`config.mk`:
```
export PLATFORM = sky130hd
export DESIGN_NAME = instruction_fetch_unit
export DESIGN_NICKNAME = d
export VERILOG_FILES = /design/src/rtl/instruction_fetch_unit.sv
export SDC_FILE = /design/constraint.sdc
export NUM_CORES = 1
export LEC_CHECK = 0
export ABC_AREA = 1
export BUFFER_PORTS_ARGS = -buffer_cell sky130_fd_sc_hd__buf_2
export CORE_ASPECT_RATIO = 0.6
export CORE_MARGIN = 4
export CORE_UTILIZATION = 54
export CTS_CLUSTER_SIZE = 8
export DETAILED_ROUTE_END_ITERATION = 8
export HOLD_SLACK_MARGIN = 0.03
export PLACE_DENSITY = 0.77
export SYNTH_ARGS = -nofsm -noshare
export SYNTH_HDL_FRONTEND = slang
export SYNTH_SLANG_ARGS = --single-unit
export TNS_END_PERCENT = 50
```
`constraint.sdc`:
```
create_clock -name clk -period 5.5 [get_ports clk]
set_clock_uncertainty 0.1 [all_clocks]
set_input_delay 0.55 -clock clk [delete_from_list [all_inputs] [get_ports clk]]
set_output_delay 0.55 -clock clk [all_outputs]
set_load 0.01 [all_outputs]
```
`src/rtl/instruction_fetch_unit.sv`:
```
// Zero-latency instruction fetch front end with a QDEPTH-entry fetch queue and redirect flush.
// Optional FETCH_ALIGN_CHECK_EN: misaligned redirect targets raise sticky fetch_err and halt fetching.
module instruction_fetch_unit #(
    parameter logic [31:0] RESET_PC = 32'h0000_0000,
    parameter int          QDEPTH   = 2
) (
    input  logic        clk,
    input  logic        reset,
    output logic [31:0] imem_addr,
    input  logic [31:0] imem_dout,
    input  logic        redirect_valid,
    input  logic [31:0] redirect_pc,
    output logic        out_valid,
    input  logic        out_ready,
    output logic [31:0] out_pc,
    output logic [31:0] out_inst
`ifdef FETCH_ALIGN_CHECK_EN
    ,
    output logic        fetch_err
`endif
);

    localparam int PW = $clog2(QDEPTH);
    localparam int CW = PW + 1;
    localparam logic [PW-1:0] PTR_ONE = PW'(1);
    localparam logic [CW-1:0] CNT_ONE = CW'(1);
    localparam logic [CW-1:0] CNT_FULL = CW'(QDEPTH);

    logic [31:0]   pc_q, pc_d;
    logic [PW-1:0] wr_ptr_q, wr_ptr_d;
    logic [PW-1:0] rd_ptr_q, rd_ptr_d;
    logic [CW-1:0] cnt_q, cnt_d;
    logic          push, pop;
    logic          halted;

    // Queue payload is not reset; occupancy alone decides what is valid.
    logic [31:0] pc_mem_q   [QDEPTH];
    logic [31:0] inst_mem_q [QDEPTH];

`ifdef FETCH_ALIGN_CHECK_EN
    logic halted_q, halted_d;
    assign halted    = halted_q;
    assign fetch_err = halted_q;
`else
    assign halted = 1'b0;
`endif

    assign imem_addr = pc_q;
    assign out_valid = (cnt_q != '0);
    assign out_pc    = pc_mem_q[rd_ptr_q];
    assign out_inst  = inst_mem_q[rd_ptr_q];

    always_comb begin
        pop      = out_valid && out_ready;
        push     = !redirect_valid && !halted && ((cnt_q != CNT_FULL) || pop);
        pc_d     = pc_q;
        wr_ptr_d = wr_ptr_q;
        rd_ptr_d = rd_ptr_q;
        cnt_d    = cnt_q;
        if (redirect_valid) begin
            pc_d     = redirect_pc;
            wr_ptr_d = '0;
            rd_ptr_d = '0;
            cnt_d    = '0;
        end else begin
            if (push) begin
                wr_ptr_d = wr_ptr_q + PTR_ONE;
                pc_d     = pc_q + 32'd4;
            end
            if (pop) rd_ptr_d = rd_ptr_q + PTR_ONE;
            if (push && !pop) cnt_d = cnt_q + CNT_ONE;
            else if (!push && pop) cnt_d = cnt_q - CNT_ONE;
        end
`ifdef FETCH_ALIGN_CHECK_EN
        // Sticky until reset; a later aligned redirect does not clear it.
        halted_d = halted_q || (redirect_valid && (redirect_pc[1:0] != 2'b00));
`endif
    end

    always_ff @(posedge clk or negedge reset) begin
        if (!reset) begin
            pc_q     <= RESET_PC;
            wr_ptr_q <= '0;
            rd_ptr_q <= '0;
            cnt_q    <= '0;
`ifdef FETCH_ALIGN_CHECK_EN
            halted_q <= 1'b0;
`endif
        end else begin
            pc_q     <= pc_d;
            wr_ptr_q <= wr_ptr_d;
            rd_ptr_q <= rd_ptr_d;
            cnt_q    <= cnt_d;
`ifdef FETCH_ALIGN_CHECK_EN
            halted_q <= halted_d;
`endif
        end
    end

    always_ff @(posedge clk) begin
        if (push) begin
            pc_mem_q[wr_ptr_q]   <= pc_q;
            inst_mem_q[wr_ptr_q] <= imem_dout;
        end
    end

endmodule

```
== Word level (Yosys, flattened, before mapping) ==
Memory sizes are Yosys's and may differ from the RTL's.
Cells that the tools add are included.
W data, S select, Z words.

* Reduce and logical (&&, ||, !) cells: 12
* Equal/unequal tests: 1
* Multiplexer cells: 11
* Add/subtract/negate cells: 5

{| class="wikitable"
|+ Operator list
! cell !! number
|-
| $mux W32 || 2
|-
| $add A32 B3 Y32 const B || 1
|-
| $mux W1 || 6
|-
| $mux W2 || 3
|-
| $reduce_bool A2 Y1 || 3
|-
| $logic_and A1 B1 Y1 || 4
|-
| $logic_not A1 Y1 || 3
|-
| $reduce_bool A3 Y1 || 1
|-
| $add A1 B1 Y1 const B || 2
|-
| $add A2 B1 Y2 const B || 1
|-
| $ne A2 B2 Y1 const B || 1
|-
| $sub A2 B1 Y2 const B || 1
|-
| $logic_or A1 B1 Y1 || 1
|}

* RAM bits: 128
* Input port bits: 68
* Word-level logic and storage cells: 35
* Output and inout port bits: 97
* Register bits: 36
* Memories: 2

{| class="wikitable"
|+ Memories
! name !! words !! width !! rd ports !! clocked after memory_dff !! write ports !! line !! text
|-
| inst_mem_q || 2 || 32 || 1 || 0 || 1 || 38 || <nowiki>logic [31:0] inst_mem_q [QDEPTH];</nowiki>
|-
| pc_mem_q || 2 || 32 || 1 || 0 || 1 || 37 || <nowiki>logic [31:0] pc_mem_q [QDEPTH];</nowiki>
|}

== Logic depth before layout (Yosys ltp) ==
Gate-level depths: netlist of run 1.

* Word-level depth: 9
* Depth in mapped cells: 10
* Mapped depth without buffers: 10

== Worst setup path before layout of run 1 ==
Ideal clock, no wire load.

* Kind: input to register
* Start point: input port redirect_valid
* End point: memory inst_mem_q[0][0] (enable)
* Slack: 1.217 ns
* Buffers on the path: 1
* Data required time: 4.913 ns
* Data arrival time: 3.696 ns
* Setup time: 0.487 ns
* Stages on the path: 4
* Cells stage by stage: buf_2 -> inv_2 -> nand2_2 -> nor2_1

* Cells in the longest elaborated chain, start to end: 4

{| class="wikitable"
|+ Ends and longest elaborated chain
! element !! line !! text
|-
| start, declared || 11 || <nowiki>input logic redirect_valid,</nowiki>
|-
| $logic_not A1 Y1 || 55 || <nowiki>push = !redirect_valid && !halted && ((cnt_q != CNT_FULL) || pop);</nowiki>
|-
| $logic_and A1 B1 Y1 || 55 ||
|-
| $mux W1 || 101 || <nowiki>if (push) begin</nowiki>
|-
| $mux W1 (implied by the code) || 103 || <nowiki>inst_mem_q[wr_ptr_q] <= imem_dout;</nowiki>
|-
| end, declared || 38 ||
|}

Every way passes these cells.

== Final worst setup path of run 1 ==
* Start point: input port redirect_valid
* End point: memory inst_mem_q[0][28] (enable)

Same word-level chain as after synthesis.

==> results of run 1 <==
worst max-delay path, cell delays in order:
cell and delay, ns:
buf_2 0.29, inv_2 0.58, nand2_2 0.32, nor2_4 0.75, buf_4 0.55
routing by layer:
metal  vias up  GRT usage [%]  wire, um
li1       2645              -         -
met1      2461           33.6      7450
met2       285           35.1      7500
met3        29           6.05      1720
met4         0           7.57       263
met5         -              0         0
final cells by class:
cell class	instances	share of cell area [%]
multi-input combinational	487	24.3
clock inverter	14	1.98
tap	165	2.40
inverter	31	1.35
timing repair buffer	167	9.80
clock buffer	18	4.99
sequential	164	55.2
cells in the mapped netlist, types with 2 or more instances:
library cell	count	share of area, %
nand2_1	323	17
edfxtp_1	128	55
nor2_1	60	3.2
nand3_1	40	2.8
dfrtp_1	36	13
inv_1	29	1.5
clkbuf_1	13	0.69
nor2_2	8	0.71
o21ai_0	8	0.57
buf_2	6	0.43
nand2_2	6	0.53
nor3_1	6	0.43
a21oi_1	5	0.36
o211ai_1	5	0.53
xnor2_1	4	0.50
xor2_1	4	0.50
nor2_4	3	0.48
buf_1	2	0.11
inv_2	2	0.11
nand3_2	2	0.28
nand4_1	2	0.18
o21bai_1	2	0.21
cells by family after synthesis:
logic type	count (synthesis)	synth area share, %
AOI/OAI and AO/OA	24	2.06
xor gates and xnor gates	8	0.995
adders and majority gates	1	0.178
buffers and inverters	54	3.14
DFF	164	67.4
and+or+nand+nor	454	26.3
metrics by stage:
step	utilization (%)	cells	hold slack [ns]	instance area [um^2]	power (mW)
floorplan	-	705	0.154	7040	1.75
global route	69.3	1046	0.186	8600	3.24
detailed placement	64.5	1014	0.408	8000	1.94
finish	69.3	1046	0.137	8600	3.10
global placement	64.5	1014	0.390	8000	1.92
CTS	69.3	1046	0.157	8600	3.12
sequential cells by signal, indices dropped and copies added (netlist names):
signal      count
rd_ptr_q        1
imem_addr      32
inst_mem_q     64
pc_mem_q       64
cnt_q           2
wr_ptr_q        1
power breakdown:
group	internal, mW	switching, mW
Combinational	0.136	0.254
Clock	0.685	0.508
Sequential	1.45	0.0725
placed cells by master, fill, tap and decap left out, drive strengths merged:
cell type | synthesis | layout
clkbuf | 13 | 18
xnor2 | 4 | 4
a22oi | 1 | 1
bufinv | 0 | 2
edfxtp | 128 | 128
a21oi | 5 | 5
o21ai | 8 | 8
nor2 | 71 | 71
a31oi | 1 | 1
o22ai | 1 | 1
nand3b | 1 | 1
nand2 | 329 | 329
nand3 | 42 | 42
o21bai | 2 | 2
nor3b | 1 | 1
xor2 | 4 | 4
inv | 31 | 37
and3 | 1 | 1
a211oi | 1 | 1
nor3 | 6 | 6
buf | 10 | 167
dfrtp | 36 | 36
nand4 | 2 | 2
o211ai | 5 | 5
clkinvlp | 0 | 1
ha | 1 | 1
clkinv | 0 | 5
or2 | 1 | 1
worst paths after layout:
kind                                                to  cells after the start
min                          imem_addr[17]$_DFFE_PN0P_                      1
max                        inst_mem_q[0][28]$_DFFE_PP_                      5
min reg2reg                   pc_mem_q[1][0]$_DFFE_PP_                      0
max in group asynchronous         rd_ptr_q$_DFFE_PN0P_                      1
min in group clk           inst_mem_q[0][15]$_DFFE_PP_                      1
max reg2reg                inst_mem_q[0][28]$_DFFE_PP_                      6
==> results.md, run 1 <==
- Post-Syn Area: 0.00704 mm^2
- Setup TNS Final: 0 ns
- # setup viols final: 0
- DR pass1 iterations: 5
- Final period util: 56.5%
- GRT Total Usage: 23.3%
- Cells resized by post-CTS repair: 0
- Pwr per Cell Area: 361 mW/mm^2
- Fmax: 0.322 GHz
- Crit path kind: input pin to flip-flop
- CTS root buffer: clkbuf_16
- Die area: 0.0150 mm^2
- Fraction of layout cells with a size suffix above 1: 25.3%
- Pins Over Slew Limit: 0
- Max-cap violations: 0
- Mapped Cells: 705
- CTS HTree Levels: 4
- Min Tclk post-route: 3.11 ns
- EDFF count, synth: 128
- FF/Latch Area: 0.00475 mm^2
- Largest net degree at the start of global routing: 67
- CP arrival: 3.07 ns
- Post-synthesis cell type count: 33
- Total gr overflow: 0
- Pleak: 3.81 nW
- Die width: 155 um
- Synth warn: 0
- Via density: 5.18
- R2R Path Start: cnt_q[1]$_DFFE_PN0P_
- Worst Setup SP: redirect_valid
- WL final: 16.9 mm
- # rows: 31
- Post-route DRC violation count: 0
- Final ANT Viol Nets: 0
- Pre-CTS setup slack: 1.96 ns
- Cts hold-fix bufs: 0
- DP Wirelength: 11.6 mm
- Sequential-to-total area share from yosys stat: 67.4%
- ANT cells: 0
- HP Class: input pin to asynchronous set/reset pin
- Core area: 0.0124 mm^2
- VDD IR max: 237 uV
- First-pass GRT wire length: 26.6 mm
- Initial antenna violation count: 0
- R2R Setup Slk: 2.67 ns
- Async S/R FF share, synth: 22.0%
- # clock sinks: 164
- Slew HR: 24.7%
- Worst setup EP type: flip-flop
- Syn Area/Cell: 9.99 um^2
- Worst-Skew Late Latency: 0.42 ns
- Data required, critical path: 5.47 ns
- Vias in the first global route: 5084
- Post-synthesis net count: 774
- Multi-input logic area: 0.00209 mm^2
- Setup crit start kind: input pin
- Die Y-Extent: 96.5 um
- Clk slew on worst S/H paths: 0.06 ns
- Status: finished clean
- Setup Buffers After CTS: 0
- Nets: 937
- Fillers: 927
- RSZ-0062 raised after global routing: false
- 1st-iter DRT viols: 492
- Final hold vios: 0
- Area grow syn2layout: 22.2%
- Routed vias: 5420
- Placer Congestion: 0.934
- Final worst slack: 2.39 ns
- Critical Path Fanout Max: 37
- CTS Buffer Depth: 2
- I/O pin total: 165
- CTS tree: done
- Avg WL per Cell: 16.2 um
- CTS Buf Count: 17
- Port-buffer cells: 164
- Transition time of the tightest slew-check pin: 1.13 ns
- Initial core utilization: 56.7%
- Seq cells post-synth: 164
- Primary FF master, synth: edfxtp_1
No activity file was read; power rests on OpenSTA's default activity.
==> run 2: changes to the inputs <==
--- a/config.mk
+++ b/config.mk
@@ -5,15 +5,15 @@
 export SDC_FILE = /design/constraint.sdc
 export NUM_CORES = 1
 export LEC_CHECK = 0
-export ABC_AREA = 1
+export ABC_AREA = 0
 export BUFFER_PORTS_ARGS = -buffer_cell sky130_fd_sc_hd__buf_2
 export CORE_ASPECT_RATIO = 0.6
 export CORE_MARGIN = 4
-export CORE_UTILIZATION = 54
+export CORE_UTILIZATION = 53
 export CTS_CLUSTER_SIZE = 8
 export DETAILED_ROUTE_END_ITERATION = 8
 export HOLD_SLACK_MARGIN = 0.03
-export PLACE_DENSITY = 0.77
+export PLACE_DENSITY = 0.76
 export SYNTH_ARGS = -nofsm -noshare
 export SYNTH_HDL_FRONTEND = slang
 export SYNTH_SLANG_ARGS = --single-unit
==> constraint.sdc (replaced) <==
create_clock -name clk -period 2.9 [get_ports clk]
set_clock_uncertainty 0.1 [all_clocks]
set_input_delay 0.29 -clock clk [delete_from_list [all_inputs] [get_ports clk]]
set_output_delay 0.29 -clock clk [all_outputs]
set_load 0.01 [all_outputs]
==> run 2 against run 1 <==
Global-route usage is 1.9 points lower. Largest cell class unchanged. First-iteration DRC count is 29% lower. Die area is 3.4% lower. Largest power group unchanged. Synthesized cell count is 39% lower. Synthesized area is 5.4% lower. Power is 89% higher.
==> results.md, run 2 <==
- Post-route DRC violation count: 0
- Post-synthesis cell type count: 42
- Final period util: 85.0%
- CTS HTree Levels: 4
- Synth warn: 0
- ANT cells: 0
- Seq cells post-synth: 164
- Initial core utilization: 54.7%
- Syn Area/Cell: 15.6 um^2
- Routed vias: 4568
- Design area: 0.00876 mm^2
- Placed cell count: 742
- Worst-Skew Late Latency: 0.42 ns
- Setup Buffers After CTS: 0
- Final hold vios: 0
- Via density: 5.55
- Async S/R FF share, synth: 22.0%
- Synth Area in Compound Gates: 4.71%
- Die Y-Extent: 94.9 um
- Switch Pwr: 1.52 mW
- Post-Synth Adder-Cell Area: 0.188%
- Fmax: 0.406 GHz
- Initial antenna violation count: 0
- Total gr overflow: 0
- Pleak: 3.32 nW
- Post-synthesis net count: 497
- Data required, critical path: 3.13 ns
- Crit path kind: flip-flop to flip-flop
- Final ANT Viol Nets: 0
- Finished Core Util: 71.9%
- Sequential power share: 49.0%
- Post-synthesis mux area share: 11.3%
- Transition time of the tightest slew-check pin: 0.861 ns
- Yosys top cell by area: edfxtp_1
- Worst setup EP type: flip-flop
- Post-Syn Area: 0.00666 mm^2
- Cells resized by post-CTS repair: 0
- Vias in the first global route: 4532
- Power share of the combinational group: 14.1%
- Setup crit start kind: flip-flop
- Xor and xnor area share after synthesis: 1.71%
- Cts hold-fix bufs: 50
- Final Non-Filler Cells: 823
- Most common cell after layout, fill and taps aside: buf_2
- Mapped Cells: 428
- Minimum hold slack: 0.0452 ns
- Clk slew on worst S/H paths: 0.07 ns
- CTS Buffer Depth: 2
- Clock share of power: 36.9%
- Most frequent cells in the layout: buf_2 (164), edfxtp_1 (128), mux2_2 (66), dlygate4sd3_1 (50), dfrtp_1 (35)
- Sequential-to-total area share from yosys stat: 71.2%
- 1st-iter DRT viols: 350
- Primary FF master, synth: edfxtp_1
- Sw frac: 25.9%
- Port-buffer cells: 164
- # clock sinks: 164
- Top-area cell type share of the netlist area: 57.7%
- Die width: 153 um
- Max-cap violations: 0
- Largest cells by area after synthesis: edfxtp_1 (58%), dfrtp_1 (14%), mux2_2 (11%)
- VDD IR max: 449 uV
- CTS root buffer: clkbuf_16
- Pins Over Slew Limit: 0
- CTS tree: done
- Internal power: 4.35 mW
- Largest net degree at the start of global routing: 42
- Commonest cells in the netlist: edfxtp_1 (128), mux2_2 (66), dfrtp_1 (36)
- Status: finished clean
- CP arrival: 2.70 ns
- DR pass1 iterations: 5
- EDFF count, synth: 128
- WL final: 15.4 mm
- I/O pin total: 165
- Critical Path Fanout Max: 19
- # rows: 31
- Die area: 0.0145 mm^2
- Placed cell areas: 0.00768 mm^2
- Pwr per Cell Area: 671 mW/mm^2
- CTS Buf Count: 17
- Dominant cell by count in the synthesized netlist: edfxtp_1
- First-pass GRT wire length: 24.0 mm
- Min Tclk post-route: 2.46 ns
- Tot Pwr: 5.88 mW
- Core area: 0.0122 mm^2
- Nets: 715
- Area grow syn2layout: 31.4%
- Main combinational cell family by area after synthesis: multiplexers
- HP Class: input pin to flip-flop
- GRT Total Usage: 21.5%
- DP Wirelength: 10.1 mm
- Fraction of layout cells with a size suffix above 1: 41.9%
- Placer Congestion: 0.875
- Slew HR: 42.5%
- Post-synthesis simple-gate area fraction: 9.33%
- # setup viols final: 0
- Avg WL per Cell: 18.7 um
- RSZ-0062 raised after global routing: false
run 2: worst max-delay path: stages (launching register included):
cell	delay, ns
dfrtp_1	0.45
ha_1	0.22
nand4_1	0.17
or3_1	0.66
or4_1	0.58
a31oi_1	0.19
run 2: logic make-up after synthesis:
| kind of cell | after synthesis |
|---|---|
| muxes | 67 |
| and+or+nand+nor | 110 |
| AOI/OAI and AO/OA | 48 |
| xor gates and xnor gates | 13 |
| DFF | 164 |
| adders and majority gates | 1 |
| buffers and inverters | 25 |
run 2: final timing paths:
path / endpoint / start / cells past startpoint / slack [ns]
worst max register to register: imem_addr[22]$_DFFE_PN0P_ / imem_addr[2]$_DFFE_PN0P_ / 5 / 0.44
max in group asynchronous: rd_ptr_q$_DFFE_PN0P_ / reset / 2 / 1.73
worst max-delay path: imem_addr[22]$_DFFE_PN0P_ / imem_addr[2]$_DFFE_PN0P_ / 5 / 0.44
min in group asynchronous: rd_ptr_q$_DFFE_PN0P_ / reset / 2 / 0.40
worst min-delay path: imem_addr[29]$_DFFE_PN0P_ / redirect_pc[29] / 3 / 0.05
worst min register to register: pc_mem_q[0][0]$_DFFE_PP_ / imem_addr[0]$_DFFE_PN0P_ / 0 / 0.40
run 2: power by group through the flow:
stage / sequential (mW) / clock, mW / combinational (mW)
finish: 2.88 / 2.17 / 0.830
global route: 2.90 / 2.32 / 0.904
CTS: 2.88 / 2.20 / 0.838
detailed placement: 2.93 / 0 / 0.778
global placement: 2.91 / 0 / 0.769
floorplan: 2.91 / 0 / 0.438
run 2: metal layers:
metal / track usage, % / part of all wire (%) / up-vias
li1: - / - / 2108
met1: 29.7 / 45 / 2209
met2: 33.5 / 45 / 224
met3: 5.82 / 8.0 / 27
met4: 7.26 / 1.6 / 0
met5: 0 / 0 / -
run 2: stage by stage:
stage          worst slack (ns)  setup TNS, ns
2_1_floorplan           -0.0235          -1.50
3_3_place_gp              0.642              0
3_5_place_dp              0.514              0
4_1_cts                   0.482              0
5_1_grt                   0.306              0
6_report                  0.435              0
run 2: final cells by class:
type / instances / area (um^2)
multi-input combinational: 239 / 1840
clock inverter: 14 / 150
inverter: 3 / 11.3
sequential: 164 / 4750
timing repair buffer: 221 / 1370
tap: 165 / 206
fill: 808 / 3420
clock buffer: 17 / 425
